[src/rtl/rca_nibble_sequencer.sv]
// Multi-cycle WIDTH-bit adder controller: streams operand nibbles LSB-first through an
// external combinational 4-bit ripple-carry stage and reassembles the sum.
module rca_nibble_sequencer #(
    parameter int unsigned WIDTH = 16
) (
    input  logic             clk,
    input  logic             rst_n,
    input  logic             in_valid,
    output logic             in_ready,
    input  logic [WIDTH-1:0] in_a,
    input  logic [WIDTH-1:0] in_b,
    input  logic             in_carry,
    output logic [3:0]       add_a,
    output logic [3:0]       add_b,
    output logic             add_carry_in,
    input  logic [3:0]       add_sum,
    input  logic             add_carry_out,
    output logic             out_valid,
    input  logic             out_ready,
    output logic [WIDTH-1:0] out_sum,
    output logic             out_carry,
    output logic             busy
);

    localparam int unsigned N  = WIDTH / 4;
    localparam int unsigned KW = (N > 1) ? $clog2(N) : 1;

    typedef enum logic [1:0] {
        S_IDLE,
        S_RUN,
        S_DONE
    } state_t;

    state_t           r_state;
    state_t           w_state_nxt;
    logic [WIDTH-1:0] r_op_a;
    logic [WIDTH-1:0] r_op_b;
    logic [WIDTH-1:0] r_result;
    logic             r_carry;
    logic             r_out_carry;
    logic [KW-1:0]    r_k;
    logic [KW+1:0]    w_base;
    logic             w_last;
    logic             w_run;

    assign w_base = {r_k, 2'b00};
    assign w_last = (r_k == KW'(N - 1));
    assign w_run  = (r_state == S_RUN);

    always_ff @(posedge clk or negedge rst_n) begin
        if (!rst_n) begin
            r_state <= S_IDLE;
        end else begin
            r_state <= w_state_nxt;
        end
    end

    always_comb begin
        w_state_nxt = r_state;
        unique case (r_state)
            S_IDLE:  if (in_valid)  w_state_nxt = S_RUN;
            S_RUN:   if (w_last)    w_state_nxt = S_DONE;
            S_DONE:  if (out_ready) w_state_nxt = S_IDLE;
            default:                w_state_nxt = S_IDLE;
        endcase
    end

    // Carry between nibbles lives in r_carry; the final one is latched separately
    // so out_carry stays stable through DONE.
    always_ff @(posedge clk or negedge rst_n) begin
        if (!rst_n) begin
            r_op_a      <= '0;
            r_op_b      <= '0;
            r_result    <= '0;
            r_carry     <= 1'b0;
            r_out_carry <= 1'b0;
            r_k         <= '0;
        end else begin
            unique case (r_state)
                S_IDLE: begin
                    if (in_valid) begin
                        r_op_a   <= in_a;
                        r_op_b   <= in_b;
                        r_carry  <= in_carry;
                        r_k      <= '0;
                        r_result <= '0;
                    end
                end
                S_RUN: begin
                    r_result[w_base +: 4] <= add_sum;
                    r_carry               <= add_carry_out;
                    if (w_last) begin
                        r_k         <= '0;
                        r_out_carry <= add_carry_out;
                    end else begin
                        r_k <= r_k + 1'b1;
                    end
                end
                default: ;
            endcase
        end
    end

    assign add_a        = w_run ? r_op_a[w_base +: 4] : 4'h0;
    assign add_b        = w_run ? r_op_b[w_base +: 4] : 4'h0;
    assign add_carry_in = w_run ? r_carry : 1'b0;

    assign in_ready  = (r_state == S_IDLE);
    assign out_valid = (r_state == S_DONE);
    assign busy      = (r_state != S_IDLE);
    assign out_sum   = r_result;
    assign out_carry = r_out_carry;

endmodule

[config.mk]
export PLATFORM = sky130hd
export DESIGN_NAME = rca_nibble_sequencer
export DESIGN_NICKNAME = d
export VERILOG_FILES = /design/src/rtl/rca_nibble_sequencer.sv
export SDC_FILE = /design/constraint.sdc
export NUM_CORES = 1
export LEC_CHECK = 0
export BUFFER_PORTS_ARGS = -buffer_cell sky130_fd_sc_hd__buf_2
export CAP_MARGIN = 10
export CORE_MARGIN = 1
export CORE_UTILIZATION = 56
export CTS_CLUSTER_DIAMETER = 30
export DETAILED_ROUTE_END_ITERATION = 6
export GPL_TIMING_DRIVEN = 0
export PLACE_DENSITY = 0.85
export SKIP_LAST_GASP = 1
export SYNTH_ARGS = -nofsm -noshare
export SYNTH_HDL_FRONTEND = slang
export SYNTH_SLANG_ARGS = --single-unit
[constraint.sdc]
create_clock -name clk -period 5 [get_ports clk]
set_input_delay 0.5 -clock clk [delete_from_list [all_inputs] [get_ports clk]]
set_output_delay 0.5 -clock clk [all_outputs]
set_load 0.02 [all_outputs]
==> flow_metrics.py <==
metrics = {
    "timing": {
        "maxClockFrequency_mhz": 412,
        "worst_hold_slack_ns": 0.189,
        "worstMarginPinSlew_ns": 0.600,
        "finalHoldViolCount": 0,
        "fin_worst_skew_ns": 0.00546,
        "period_share": 0.485,
        "slew_viol_final": 0,
        "rsz0062_at_grt": "no",
        "period_needed_ns": 2.43,
        "tns_ns": 0,
        "setup-violations-final": 0,
        "slew_headroom": 0.600,
    },
    "route": {
        "met3_length_um": 208,
        "highest_layer": "met4",
        "wl_met2_mm": 2.74,
        "drc": 0,
        "met1_length_mm": 2.33,
        "drt_first_iter_violations": 85,
        "dr.pass1.iters": 4,
        "routedWlPerCell_um": 14.5,
        "routed_wl_mm": 5.39,
        "via_count": 1988,
        "vias_per_cell": 5.36,
        "detail-route-antenna-nets": 0,
    },
    "run": {
        "drv_cap": 0,
    },
    "critical_path": {
        "worst_ep_required_time_ns": 4.50,
        "crit_arrival_ns": 1.93,
        "start_kind": "register",
        "cpPeakStageDelay_ns": 0.49,
        "worst-path-buf-inv": 2,
        "critical_path_class": "register to output pin",
        "cp_cell_sequence": "clkbuf_1 -> mux4_2 -> and2_1 -> buf_2",
        "cp_top_family": "buffers and inverters",
        "slowest_stage": "clkbuf_1",
        "cp_max_fo": 10,
        "worst_setup_path_end_kind": "output pin",
    },
    "yosys": {
        "synth_cells": 241,
        "synth-seq-cells": 54,
        "ys_types": 24,
        "synth_area_um2": 2540,
        "ys_seq_area_frac": 0.532,
        "synth-adder-area-share": 0.0296,
        "synthesis.nets": 289,
        "yosys_warnings": 0,
        "synth-simple-area-share": 0.238,
        "synth_xor_area_frac": 0,
        "synth_compound_area_frac": 0.0769,
        "syn_area_per_cell_um2": 10.5,
        "synthMuxAreaShare": 0.0754,
        "synth_top_family_by_area": "simple AND/OR/NAND/NOR gates",
    },
    "floorplanning": {
        "dieHeight_um": 69.3,
        "initial_core_util": 0.583,
        "die_w_um": 69.3,
        "rows": 24,
        "dieArea_um2": 4810,
        "core_area_um2": 4350,
        "num_io_pins": 71,
    },
    "clocking": {
        "h-tree-depth": 2,
        "numCtsBuffers": 5,
        "root_buffer": "clkbuf_8",
        "clkLatencyLatePin_ns": 0.30,
        "clk_path_buf_depth": 2,
        "cts.clk_slew.worst_paths_ns": 0.09,
        "tritoncts": "built",
        "holdBufCountCts": 0,
        "cts.sinks": 54,
        "cts_setup_buffers": 0,
        "ctsResizeCount": 0,
    },
    "grt": {
        "antenna_found_initial": 0,
        "grt_pass1_vias": 2039,
        "grt_start_max_net_pins": 55,
        "grt_overflow_total": 0,
        "grt_usage": 0.247,
        "grt_first_pass_wirelength_mm": 9.43,
    },
    "finish": {
        "drive_gt1_frac": 0.317,
        "antennaDiodeCount": 0,
        "layout.nets": 367,
        "multi_input_area_um2": 1060,
        "area.growth.synth_to_final_pct": 20.2,
        "fillers": 332,
        "seq_area_um2": 1350,
        "post-route-util": 0.701,
        "design_area_um2": 3050,
    },
    "min_path": {
        "hp-class": "input port to asynchronous set/reset pin",
    },
    "power_and_ir_drop": {
        "powerDensity_nw_per_um2": 630,
        "vdd_ir_drop_max_mv": 0.316,
        "power_w": 0.00192,
        "p_leak_nw": 1.67,
    },
    "placed_design": {
        "hpwl_mm": 3.89,
        "routabilityCongestion": 0.780,
        "place_area_um2": 2950,
        "portBuffers": 70,
    },
    "status": {
        "status": "completed",
    },
}
cells in the mapped netlist (all sizes together):
master    n  area, µm²
nand2b    4       25.0
clkbuf    2       7.51
o31ai     1       7.51
or2       1       6.26
inv       4       15.0
nor2b     2       12.5
mux2      1       11.3
buf      12        100
a22o     16        140
a22oi     1       7.51
nor4      3       63.8
nand3     3       15.0
a21o      4       30.0
dfrtp    54       1350
and2      9       56.3
o21ai     2       10.0
nand2   105        394
or3b      1       8.76
and4      1       8.76
mux4      8        180
nor3b     1       12.5
ha        6       75.1
registers in the layout (all words and copies together), names as in the netlist:
| signal | count |
|---|---|
| r_op_a | 16 |
| r_carry | 1 |
| r_k | 2 |
| r_op_b | 16 |
| r_state | 2 |
| out_carry | 1 |
| out_sum | 16 |
layout by cell type (no fill, tap or decap):
cell type,synthesis,final
and4_1,1,1
nand2b_1,4,4
ha_1,6,6
nand3_1,3,3
o21ai_1,2,2
buf_2,5,75
mux4_2,8,8
and2_1,9,9
a22o_1,16,16
or2_2,1,1
buf_12,0,1
clkbuf_8,0,5
nand2_1,105,105
nor4_4,3,3
inv_1,4,4
or3b_1,1,1
a21o_1,4,4
dfrtp_1,54,54
nor2b_1,2,2
clkbuf_1,2,4
a22oi_1,1,1
o31ai_1,1,1
nor3b_2,1,1
mux2_1,1,1
buf_4,1,1
buf_6,6,6
kinds of logic after synthesis:
family | after synthesis
DFF | 54
muxes | 9
buffers and inverters | 18
AOI/OAI and AO/OA | 24
adders and majority gates | 6
and+or+nand+nor | 130
report_power, final:
group / total [W] / switching [W] / internal (W) / leakage (nW)
logic: 0.000983 / 0.000570 / 0.000412 / 0.944
clock network: 0.000224 / 0.000128 / 0.0000968 / 0.0383
registers: 0.000716 / 0.0000970 / 0.000619 / 0.690
metal layers:
layer  GRT usage  vias to the layer above
li1            -                      949
met4      0.0884                        0
met1       0.322                      971
met5           0                        -
met2       0.410                       56
met3      0.0523                       12
worst register-to-register path, stage by stage, from the launching register on:
cell and delay, ns:
dfrtp_1 0.40, clkbuf_1 0.49, inv_1 0.18, ha_1 0.38, inv_1 0.15, nor4_4 0.36
a22o_1 0.19
path summary, 6_finish.rpt:
check	startpoint	to	slack [ns]	depth (start not counted)
max in group asynchronous	rst_n	r_op_a[2]	4.26	2
hold / removal	rst_n	r_k[1]	0.19	1
setup reg to reg	r_k[1]	out_sum[8]	2.78	6
hold reg to reg	r_op_a[12]	r_op_a[12]	0.48	2
min in group clk	in_b[4]	r_op_b[4]	0.39	3
setup / recovery	r_k[1]	add_a[3]	2.57	4
through the flow:
step	setup slack, ns	std cells
2_1_floorplan	3.13	241
3_3_place_gp	2.86	363
3_5_place_dp	2.80	363
4_1_cts	2.56	370
5_1_grt	2.49	371
6_report	2.57	371
area by class of cell:
| cell class | count | share of cell area |
|---|---|---|
| Inverter | 4 | 0.00492 |
| Tap cell | 52 | 0.0213 |
| Clock buffer | 7 | 0.0250 |
| Sequential cell | 54 | 0.443 |
| Timing Repair Buffer | 71 | 0.121 |
| Multi-Input combinational cell | 169 | 0.349 |
| Buffer | 14 | 0.0353 |
(Power assumes the default switching activity.)
